==> config.mk <==
export PLATFORM = sky130hd
export DESIGN_NAME = mmio_timer_intc
export DESIGN_NICKNAME = d
export VERILOG_FILES = /design/src/rtl/mmio_timer_intc.sv
export SDC_FILE = /design/constraint.sdc
export NUM_CORES = 1
export LEC_CHECK = 0
export CAP_MARGIN = 10
export CORE_UTILIZATION = 44
export DETAILED_ROUTE_END_ITERATION = 7
export PLACE_DENSITY = 0.69
export SYNTH_ARGS = -nofsm -noshare
export SYNTH_HDL_FRONTEND = slang
export SYNTH_SLANG_ARGS = --single-unit
==> constraint.sdc <==
create_clock -name clk -period 4.65 [get_ports clk]
set_input_delay 0.465 -clock clk [delete_from_list [all_inputs] [get_ports clk]]
set_output_delay 0.465 -clock clk [all_outputs]
set_load 0.01 [all_outputs]
==> src/rtl/mmio_timer_intc.sv <==
// Memory-mapped prescaled countdown timer plus edge-latched external interrupt controller.
// Answers single-cycle load/store requests on a 32-byte window and drives a 6-bit interrupt vector.
module mmio_timer_intc #(
  parameter logic [31:0] BASE_ADDR  = 32'h1FD0_0000,
  parameter int          PRESCALE_W = 16
) (
  input  logic        clk,
  input  logic        rst,
  input  logic        ce_i,
  input  logic        we_i,
  input  logic [31:0] addr_i,
  input  logic [3:0]  sel_i,
  input  logic [31:0] data_i,
  output logic [31:0] data_o,
  input  logic [3:0]  ext_irq_i,
  output logic [5:0]  int_o
);

  localparam logic [31:0] ID_VALUE = 32'h4D49_4F31;

  typedef enum logic [1:0] {ST_STOP, ST_RUN, ST_DONE} state_t;

  state_t                state_reg, state_next;
  logic [2:0]            ctrl_reg, ctrl_next;
  logic [PRESCALE_W-1:0] prescale_reg, prescale_next;
  logic [PRESCALE_W-1:0] pcnt_reg, pcnt_next;
  logic [31:0]           load_reg, load_next;
  logic [31:0]           count_reg, count_next;
  logic [4:0]            pend_reg, pend_next;
  logic [4:0]            mask_reg, mask_next;
  logic [5:0]            int_reg, int_next;
  logic [3:0]            sync1_reg, sync2_reg, dly_reg;

  logic        hit, wr;
  logic [2:0]  reg_sel;
  logic [31:0] wmask;
  logic        wr_ctrl, wr_prescale, wr_load, wr_count, wr_pend, wr_mask;
  logic [2:0]  ctrl_wr;
  logic        en_sw, run_act, tick, expiry;
  logic [3:0]  ext_rise;
  logic        unused_bits;

  assign hit     = ce_i && (addr_i[31:5] == BASE_ADDR[31:5]);
  assign wr      = hit && we_i;
  assign reg_sel = addr_i[4:2];
  assign unused_bits = ^addr_i[1:0];

  assign wr_ctrl     = wr && (reg_sel == 3'd0);
  assign wr_prescale = wr && (reg_sel == 3'd1);
  assign wr_load     = wr && (reg_sel == 3'd2);
  assign wr_count    = wr && (reg_sel == 3'd3);
  assign wr_pend     = wr && (reg_sel == 3'd4);
  assign wr_mask     = wr && (reg_sel == 3'd5);

  // Per-lane byte mask and per-line rising-edge detect.
  genvar gi;
  generate
    for (gi = 0; gi < 4; gi++) begin : g_lane
      assign wmask[8*gi +: 8] = {8{sel_i[gi]}};
      assign ext_rise[gi]     = sync2_reg[gi] & ~dly_reg[gi];
    end
  endgenerate

  assign ctrl_wr = (ctrl_reg & ~wmask[2:0]) | (data_i[2:0] & wmask[2:0]);

  // A CTRL write clearing EN halts counting in the same cycle.
  assign en_sw   = wr_ctrl ? ctrl_wr[0] : ctrl_reg[0];
  assign run_act = (state_reg == ST_RUN) && en_sw;
  assign tick    = run_act && (pcnt_reg == prescale_reg);
  assign expiry  = tick && (count_reg == 32'd0);

  always_comb begin
    state_next    = state_reg;
    ctrl_next     = ctrl_reg;
    prescale_next = prescale_reg;
    pcnt_next     = pcnt_reg;
    load_next     = load_reg;
    count_next    = count_reg;
    pend_next     = pend_reg;
    mask_next     = mask_reg;

    // Prescaler
    if (!run_act || tick) begin
      pcnt_next = '0;
    end else begin
      pcnt_next = pcnt_reg + PRESCALE_W'(1);
    end

    // Countdown and expiry handling
    if (tick) begin
      if (count_reg != 32'd0) begin
        count_next = count_reg - 32'd1;
      end else if (ctrl_reg[1]) begin
        count_next = load_reg;
      end else begin
        ctrl_next[0] = 1'b0;
      end
    end

    // Software writes take precedence over same-cycle hardware updates.
    if (wr_ctrl) begin
      ctrl_next = ctrl_wr;
    end
    if (wr_prescale) begin
      prescale_next = (prescale_reg & ~wmask[PRESCALE_W-1:0]) |
                      (data_i[PRESCALE_W-1:0] & wmask[PRESCALE_W-1:0]);
    end
    if (wr_load) begin
      load_next = (load_reg & ~wmask) | (data_i & wmask);
    end
    if (wr_count) begin
      count_next = (count_reg & ~wmask) | (data_i & wmask);
      pcnt_next  = '0;
    end
    if (wr_mask) begin
      mask_next = (mask_reg & ~wmask[4:0]) | (data_i[4:0] & wmask[4:0]);
    end

    // Hardware set wins over a same-cycle write-1-to-clear.
    if (wr_pend) begin
      pend_next = pend_reg & ~(data_i[4:0] & wmask[4:0]);
    end
    pend_next = pend_next | {ext_rise, expiry};

    case (state_reg)
      ST_STOP: begin
        if (ctrl_next[0]) begin
          state_next = ST_RUN;
        end
      end
      ST_RUN: begin
        if (!ctrl_next[0]) begin
          state_next = expiry ? ST_DONE : ST_STOP;
        end
      end
      ST_DONE: begin
        state_next = ST_STOP;
      end
      default: begin
        state_next = ST_STOP;
      end
    endcase
  end

  assign int_next = {pend_reg[0] & mask_reg[0] & ctrl_reg[2], 1'b0,
                     pend_reg[4:1] & mask_reg[4:1]};

  always_ff @(posedge clk or posedge rst) begin
    if (rst) begin
      state_reg    <= ST_STOP;
      ctrl_reg     <= '0;
      prescale_reg <= '0;
      pcnt_reg     <= '0;
      load_reg     <= '0;
      count_reg    <= '0;
      pend_reg     <= '0;
      mask_reg     <= '0;
      int_reg      <= '0;
      sync1_reg    <= '0;
      sync2_reg    <= '0;
      dly_reg      <= '0;
    end else begin
      state_reg    <= state_next;
      ctrl_reg     <= ctrl_next;
      prescale_reg <= prescale_next;
      pcnt_reg     <= pcnt_next;
      load_reg     <= load_next;
      count_reg    <= count_next;
      pend_reg     <= pend_next;
      mask_reg     <= mask_next;
      int_reg      <= int_next;
      sync1_reg    <= ext_irq_i;
      sync2_reg    <= sync1_reg;
      dly_reg      <= sync2_reg;
    end
  end

  assign int_o = int_reg;

  // Zero-latency read path; writes and misses return 0.
  always_comb begin
    data_o = '0;
    if (hit && !we_i) begin
      case (reg_sel)
        3'd0:    data_o = {29'd0, ctrl_reg};
        3'd1:    data_o = 32'(prescale_reg);
        3'd2:    data_o = load_reg;
        3'd3:    data_o = count_reg;
        3'd4:    data_o = {27'd0, pend_reg};
        3'd5:    data_o = {27'd0, mask_reg};
        3'd6:    data_o = ID_VALUE;
        default: data_o = '0;
      endcase
    end
  end

endmodule

==> metrics.txt, run 1 <==
Post-synth top flop dfrtp_1; Placeable Area 16100 um^2; clock sink total ~130; final worst slack 0.890 ns; Internal 2.15 mW; count leader, synth dfrtp_1; final total power 2.75 mW; CTS root buf clkbuf_16; Layout Nets 941; antenna violations before repair 0; peak supply drop 0.238 mV; hold path start sync1_reg[0]$_DFF_PP0_; CTS tree done; Worst Hold Depth 0; Least-Margin Pin Slew approximately 0.85 ns; Post-CTS Setup Bufs 0; Worst Setup Path Type primary input to output pin; Clock power frac 53.8%; initial DRC count 487; Fin. Hold Viols 0; P_sw slightly below 0.6 mW; H-tree depth 4; vias in the first global route around 6000; cell area after layout 9250 um^2; Avg Synthesized Cell Area 9.64 um^2; Fin Setup TNS 0 ns; max_cap viols 0; Final Critical Period 3.76 ns; Area Overhead vs Synth 26.3%; ratio of cells with drive above 1 in the final layout 14.6%; Die Wd 131 um; die footprint roughly 17000 um^2; Port Buffer Count 110; ANT nets after route 0; Gate Count Post-Synth 760; Worst Skew approximately 0.0086 ns; WL/cell between 15 and 20 um; Tot GR Track Use 24.5%; Die H 131 um; number of synthesized flops with an enable pin 0; drt via density 5.61; ys async rst share 100%; first-pass GRT wire length 31600 um; I/O Pins 114; crit start category primary input; worst-path maximum fanout 16; leading post-synthesis cells by cell area dfrtp_1, mux2_2, nand2_1; Placement Cell Area 8600 um^2; Hold EP sync2_reg[0]$_DFF_PP0_; Final Cycle Share 80.9%; largest net degree at the start of global routing 76; cts repair resizes 0; WP data required 4.18 ns; unrepaired setup endpoints after global routing false; Clk pin slew, worst setup/hold paths around 0.06 ns; outcome completed; Seq pwr share a little over 40%; Arr. time, crit path 3.29 ns; synth cell count leaders dfrtp_1, nand2_1, nor2_1; GPL Wtd Cong 0.854; number of CTS-inserted buffers 17; starting density of the core 45.6%; Rel. slew slack roughly 43%; cell leakage power 4.05 nW; Yosys reg bits ~130; GRT overflow 0; Syn. warnings 0; Hold Crit Class register to register; area share of the largest cell type after synthesis 43.7%; syn nets between 800 and 900; # setup viols final 0; Comb power frac 5.4%; Max Clock Freq 266 MHz; worst reg2reg setup slack 1.77 ns; CTS Hold Bufs 0; DR DRC count 0; Yosys top cell by area dfrtp_1; synthesized area 7320 um^2; count of pins over their slew limit 0; Placement Setup Slack a little over 0.9 ns; Worst Setup End Kind output pin; CTS max path bufs 2; Worst Reg-to-Reg Cells 6; worst skew pair latency 0.43 ns; PwrDens 297 nW/um^2; Synth cell types between 70 and 80; post-DP HPWL 14100 um; Net Sw Frac 21.6%; FP Rows 46; 1st-pass router iterations 5; WL final a little under 20000 um; ant diodes 0; via count 6122; register area share after synthesis 43.7%
[layer usage]
metal	global-route usage (%)	wire (um)	vias to the layer above
met2	38.6	8990	190
met3	5.90	1140	29
met5	0	0	-
li1	-	-	2935
met4	8.11	367	0
met1	33.0	9170	2968
[placed cells by master, fill, tap and decap left out, types with 11 or more instances in the layout]
cell               n
nand2_1          100
dfrtp_1          128
a22oi_1           15
xnor2_1           36
nand3_1           49
nor3_1            11
nor2_1            76
o21ai_0           33
clkdlybuf4s50_1  110
a21oi_1           17
clkbuf_16         17
and3_1            14
xor2_1            15
nor4_1            15
o211ai_1          19
mux2_2            64
[power groups by stage]
stage / Clock (mW) / Sequential, mW / Combinational (mW)
floorplan: 0 / 1.14 / 0.0514
global placement: 0 / 1.14 / 0.147
detailed placement: 0 / 1.14 / 0.148
CTS: 1.49 / 1.12 / 0.148
global route: 1.55 / 1.12 / 0.160
finish: 1.48 / 1.12 / 0.147
[how the worst max path moves through the flow]
stage / slack [ns] / depth (start not counted) / startpoint / to
3_3_place_gp: 0.94 / 7 / addr_i[18] / data_o[4]
3_5_place_dp: 0.91 / 7 / addr_i[18] / data_o[4]
6_report: 0.89 / 7 / addr_i[31] / data_o[4]
4_1_cts: 0.90 / 7 / addr_i[18] / data_o[4]
2_1_floorplan: 0.77 / 1 / rst / async pin
5_1_grt: 0.62 / 7 / addr_i[18] / data_o[4]
[metrics by stage]
step,cells,hold slack (ns),util [%]
2_1_floorplan,760,0.331,-
3_3_place_gp,1059,0.333,53.5
3_5_place_dp,1059,0.335,53.5
4_1_cts,1091,0.348,57.6
5_1_grt,1091,0.352,57.6
6_report,1091,0.346,57.6
[worst max-delay path, stage by stage]
cell and delay (ns):
clkdlybuf4s50_1 0.40, nor4b_1 0.53, nand3_1 0.19, nor2_1 0.23, nand2_1 0.44, a211oi_1 0.43, clkdlybuf4s50_1 0.61
[kinds of logic (layout without fill, tap and decap cells)]
kind of cell / count (synthesis) / count (layout) / synth area share [%]
other cells: 1 / 1 / 0.0512
simple gates: 321 / 321 / 22.2
mux: 78 / 78 / 12.1
fa+ha+maj: 3 / 3 / 0.513
flops: 128 / 128 / 43.7
compound gates: 128 / 128 / 12.0
buf+inv: 50 / 165 / 3.31
xor+xnor: 51 / 51 / 6.10
[area by class of cell]
| class | instances | area [um^2] |
|---|---|---|
| clock buffer | 18 | 439 |
| clock inverter | 14 | 214 |
| fill | 1424 | 6810 |
| inverter | 12 | 47.5 |
| multi-input combinational | 582 | 3880 |
| sequential | 128 | 3200 |
| tap | 216 | 270 |
| timing repair buffer | 121 | 1200 |
Note: power is estimated with default switching activity, not from simulation.
==> run 2, diff against run 1 <==
Clock period 4.65 ns to 3.5 ns, I/O delays scaled along.
==> run 2 against run 1 <==
Non-clock buffer count is 12 higher. Final cell count up 1.1%. Power increased by 33%. Combinational power up 39%. Worst setup slack worse by 0.64 ns. Sequential power is 33% higher. Register-to-register slack worse by 1.3 ns. Critical endpoint is now data_o[22]. Largest power group unchanged.
==> metrics.txt, run 2 (synthesis gave the netlist of run 1 again) <==
Least-Margin Pin Slew 0.687 ns (-0.161 ns); Tot GR Track Use 25.2% (+0.72 points); Fin. Hold Viols 0 (unchanged); CTS Hold Bufs 0 (unchanged); Final Non-Filler Cells 1103 (+1.1%); Fin Setup TNS 0 ns (unchanged); I/O Pins 114 (unchanged); Util after Layout 58.4% (+0.77 points); CTS max path bufs 2 (unchanged); hold slack 0.229 ns (-0.117 ns); Comb power frac 5.6% (+0.2 points); P_sw 0.775 mW (+31%); Final Cycle Share 92.8%; Die Wd 131 um (unchanged); drt via density 5.67 (+0.96%); WL/cell 18.0 um (-0.16%); Placement Cell Area 8710 um^2 (+1.4%); number of fill cells in the layout 1436 (+0.84%); cell area after layout 9370 um^2 (+1.3%); Arr. time, crit path 2.90 ns (-0.39 ns); worst skew pair latency 0.42 ns (about the same); Net Sw Frac 21.3% (-0.35 points); Placeable Area 16100 um^2 (unchanged); met1 Use GR 34.3% (+1.2 points); clock sink total 128 (unchanged); antenna violations before repair 0 (unchanged); PwrDens 389 nW/um^2 (+31%); GPL Wtd Cong 0.854 (about the same); WP data required 3.15 ns (-1.03 ns); met2 Use GR 39.5% (+0.90 points); initial DRC count 467 (-4.1%); vias in the first global route 6137 (+1.8%); peak supply drop 0.350 mV (+47%); Internal 2.87 mW (+33%); Final Critical Period roughly 3.2 ns; Rel. slew slack 53.8% (+11 points); most frequent cells in the layout dfrtp_1, clkdlybuf4s50_1, nand2_1; GRT met3 Usage 5.09% (-0.81 points); Worst Setup Path Type primary input to output pin; most used routing layer met2; cell leakage power 4.11 nW (+1.5%); Clk pin slew, worst setup/hold paths 0.06 ns (about the same); Placement Setup Slack 0.240 ns (-0.670 ns); Die H 131 um (unchanged); DR DRC count 0 (unchanged); CTS tree done; first-pass GRT wire length 32300 um (+2.3%); CP max-delay cell clkdlybuf4s50_1; Worst Skew 0.00930 ns (+0.000671 ns); CTS root buf clkbuf_16; H-tree depth 4 (unchanged); crit start category primary input; Max stage delay on crit path 0.59 ns (-0.02 ns); commonest non-fill, non-tap cell in the layout dfrtp_1; Worst Setup End Kind output pin; worst-path maximum fanout 16 (unchanged); post-DP HPWL 14300 um (+1.3%); Cells after DPL 1071 (+1.1%); Seq pwr share 40.9% (about the same); Area Overhead vs Synth 28.0%; final total power 3.65 mW (+33%); Port Buffer Count 110 (unchanged); FP Rows 46 (unchanged); WL final 19900 um (+0.94%); die footprint 17200 um^2 (unchanged); outcome completed; largest net degree at the start of global routing 75 (-1.3%); # setup viols final 0 (unchanged); 1st-pass router iterations 5 (unchanged); Layout Nets 953 (+1.3%); final worst slack 0.253 ns (-0.638 ns); via count 6249 (+2.1%); ANT nets after route 0 (unchanged); unrepaired setup endpoints after global routing false; max_cap viols 0 (unchanged); count of pins over their slew limit 0 (unchanged); ant diodes 0 (unchanged); starting density of the core 45.6% (unchanged); Clock power frac 53.5% (-0.3 points); GRT overflow 0 (unchanged); ratio of cells with drive above 1 in the final layout 15.8% (+1.2 points); Max Clock Freq 308 MHz; number of CTS-inserted buffers 17 (unchanged); Hold Crit Class primary input to async pin; crit-path cells clkdlybuf4s50_1 -> nor4b_1 -> buf_4 -> nand3_1 -> nor2_1 -> nand3_1 -> buf_4 -> a211oi_1 -> clkdlybuf4s50_1
[run 2: changes by cell type in the layout (fill, tap and decap cells not counted)]
cell,delta
buf_4,+10
nor4b_2,+1
clkbuf_1,+1
inv_4,-1
clkinvlp_4,+2
nor4b_1,-1
clkinv_2,-2
buf_12,+2
[run 2: power groups by stage]
| stage | Clock [mW] | Combinational [mW] | Sequential (mW) |
|---|---|---|---|
| after floorplan | 0 | 0.0686 | 1.52 |
| after global placement | 0 | 0.203 | 1.52 |
| after detailed placement | 0 | 0.204 | 1.52 |
| after CTS | 1.98 | 0.205 | 1.49 |
| after global routing | 2.05 | 0.221 | 1.49 |
| final | 1.95 | 0.204 | 1.49 |
[run 2: path summary, 6_finish.rpt]
path	from	depth (start not counted)	slack (ns)	end
max in group asynchronous	rst	3	2.44	async pin
hold / removal	rst	2	0.23	async pin
hold reg to reg	sync1_reg[2]$_DFF_PP0_	0	0.35	sync2_reg[2]$_DFF_PP0_
min in group clk	sync1_reg[2]$_DFF_PP0_	0	0.35	sync2_reg[2]$_DFF_PP0_
setup reg to reg	register	7	0.48	register
setup / recovery	addr_i[18]	9	0.25	data_o[22]
[run 2: area by class of cell]
| type | count | area (um^2) | share of cell area, % |
|---|---|---|---|
| clock buffers | 19 | 443 | 4.73 |
| clock inverters | 13 | 211 | 2.26 |
| inverters | 12 | 48.8 | 0.521 |
| multi-input cells | 582 | 3880 | 41.4 |
| flip-flops and latches | 128 | 3200 | 34.2 |
| well taps | 216 | 270 | 2.88 |
| repair buffers | 133 | 1310 | 14.0 |
[run 2: metal layers]
layer | vias up | routed length (um)
met2 | 224 | 9120
met5 | - | 0
met4 | 0 | 428
met3 | 32 | 1230
li1 | 2958 | -
met1 | 3035 | 9080
[run 2: critical path, delay by kind of cell]
kind,cells,cell delay (ns)
buffers and inverters,4,1.41
AND/OR/NAND/NOR,4,0.86
AO/OA/AOI/OAI,1,0.27
[run 2: timing repair]
| action | 4_1_cts | 5_1_grt |
|---|---|---|
| setup endpoints to repair | 0 | 3 |
| gates resized for setup | 0 | 1 |
| buffers inserted | 0 | 0 |
==> run 3, diff against run 2 <==
Settings changed: CORE_MARGIN set to 4.
==> run 3 against run 2 <==
Final area down 1.3%. Clock-buffer cell count up 5. Critical path depth down 1. Critical endpoint is now data_o[6]. Combinational power about the same.
==> metrics.txt, run 3 (synthesis gave the netlist of run 1 again) <==
clock sink total 128 (unchanged); Final Critical Period 3.27 ns (+0.0265 ns); FP Rows 46 (unchanged); cell leakage power 4.07 nW (-0.98%); via count 6212 (-0.59%); Die H 137 um (+4.6%); most frequent cells in the layout dfrtp_1, clkdlybuf4s50_1, nand2_1; outcome completed; crit start category primary input; die footprint 18800 um^2 (+9.4%); peak supply drop 0.328 mV (-6.2%); Final Non-Filler Cells 1102 (-0.091%); met2 Use GR 35.4% (-4.1 points); WL final 20200 um (+1.5%); vias in the first global route 6104 (-0.54%); ANT nets after route 0 (unchanged); Sequential cell area 3200 um^2 (unchanged); met1 Use GR 31.9% (-2.3 points); # setup viols final 0 (unchanged); P_sw 0.733 mW (-5.4%); cts repair resizes 0 (unchanged); GRT overflow 0 (unchanged); GRT met3 Usage 4.45% (-0.64 points); CTS Hold Bufs 0 (unchanged); Worst Setup End Kind output pin; H-tree depth 4 (unchanged); Comb power frac 5.9% (+0.3 points); Least-Margin Pin Slew 0.708 ns (+0.0214 ns); Multi-input gate area 3880 um^2 (unchanged); Arr. time, crit path 2.92 ns (+0.02 ns); Area Overhead vs Synth 26.3%; CTS root buf clkbuf_16; CTS tree done; Critical Path Start addr_i[31]; Net Sw Frac 21.6% (+0.35 points); worst skew pair latency 0.42 ns (about the same); Clock power frac 50.2% (-3.3 points); Die Wd 137 um (+4.6%); number of fill cells in the layout 1472 (+2.5%); Post-CTS Setup Bufs 0 (unchanged); initial DRC count 503 (+7.7%); commonest non-fill, non-tap cell in the layout dfrtp_1; Final Cycle Share 93.5% (+0.76 points); post-DP HPWL 14600 um (+1.8%); Cells after DPL 1071 (unchanged); Placeable Area 16100 um^2 (+0.36%); WP data required 3.15 ns (about the same); Worst Skew 0.00777 ns (-0.00153 ns); count of pins over their slew limit 0 (unchanged); Tot GR Track Use 22.6% (-2.6 points); DR DRC count 0 (unchanged); Worst Setup Path Type primary input to output pin; starting density of the core 45.5% (-0.16 points); Fin. Hold Viols 0 (unchanged); most used routing layer met2; I/O Pins 114 (unchanged); Fin Setup TNS 0 ns (unchanged); PwrDens 367 nW/um^2 (-5.7%); ratio of cells with drive above 1 in the final layout 15.2% (-0.55 points); CTS max path bufs 2 (unchanged); Port Buffer Count 110 (unchanged); Worst Reg-to-Reg Cells 6 (-1); largest net degree at the start of global routing 129 (+72%); antenna violations before repair 0 (unchanged); Seq pwr share 43.9% (+3.0 points); 1st-pass router iterations 5 (unchanged); unrepaired setup endpoints after global routing false; Max Clock Freq 305 MHz (-0.81%); WL/cell 18.3 um (+1.6%); Hold Crit Class register to register; hold path start sync1_reg[2]$_DFF_PP0_; ant diodes 0 (unchanged); Internal 2.66 mW (-7.3%); Worst Hold Depth 0; drt via density 5.64 (-0.50%); Clk pin slew, worst setup/hold paths 0.05 ns (about the same); number of CTS-inserted buffers 17 (unchanged); Layout Nets 953 (unchanged); max_cap viols 0 (unchanged); first-pass GRT wire length 32900 um (+1.7%); GPL Wtd Cong 0.875 (+2.5%); worst-path maximum fanout 7 (-9); Rel. slew slack 52.8% (-1.0 points)
[run 3: cell types whose count changed in the layout (fill, tap and decap cells not counted), sizes merged]
cell	delta
clkbuf	+5
bufinv	-3
clkinvlp	-4
clkinv	+1
[run 3: final cells by class]
cell class	count	share of cell area (%)
multi-input cells	582	42.0
flip-flops and latches	128	34.6
clock buffers	24	5.10
well taps	216	2.92
inverters	12	0.528
repair buffers	133	13.9
clock inverters	7	0.920
[run 3: worst paths after layout]
check	end	slack, ns
worst min register to register	sync2_reg[2]$_DFF_PP0_	0.35
max in group asynchronous	async pin	2.48
worst max register to register	register	0.59
min in group asynchronous	async pin	0.47
worst max-delay path	data_o[6]	0.23
worst min-delay path	sync2_reg[2]$_DFF_PP0_	0.35
[run 3: power groups by stage]
stage	clock, mW	combinational [mW]	sequential (mW)
after floorplan	0	0.0686	1.52
after global placement	0	0.200	1.52
after detailed placement	0	0.201	1.52
after CTS	1.73	0.202	1.49
after global routing	1.79	0.218	1.49
final	1.70	0.201	1.49
[run 3: per-stage QoR]
step / setup slack [ns] / power (mW) / area [um^2] / util (%) / hold slack, ns
global placement: 0.311 / 1.72 / 8690 / 53.9 / 0.332
finish: 0.226 / 3.39 / 9250 / 57.4 / 0.345
detailed placement: 0.249 / 1.72 / 8690 / 53.9 / 0.336
CTS: 0.183 / 3.42 / 9240 / 57.4 / 0.348
floorplan: 1.17 / 1.58 / 7330 / - / 0.331
global route: 0.0251 / 3.50 / 9250 / 57.4 / 0.350
[run 3: routing by layer]
| metal | part of all wire (%) | vias up |
|---|---|---|
| met3 | 7.2 | 24 |
| met5 | 0 | - |
| li1 | - | 2951 |
| met1 | 44 | 3019 |
| met2 | 47 | 218 |
| met4 | 1.5 | 0 |
[run 3: worst max-delay path, stage by stage]
cell and delay (ns):
clkdlybuf4s50_1 0.40, nor4b_1 0.53, nand3_1 0.18, nor2_1 0.23
nand2_1 0.24, buf_4 0.23, nor3_1 0.19, clkdlybuf4s50_1 0.57
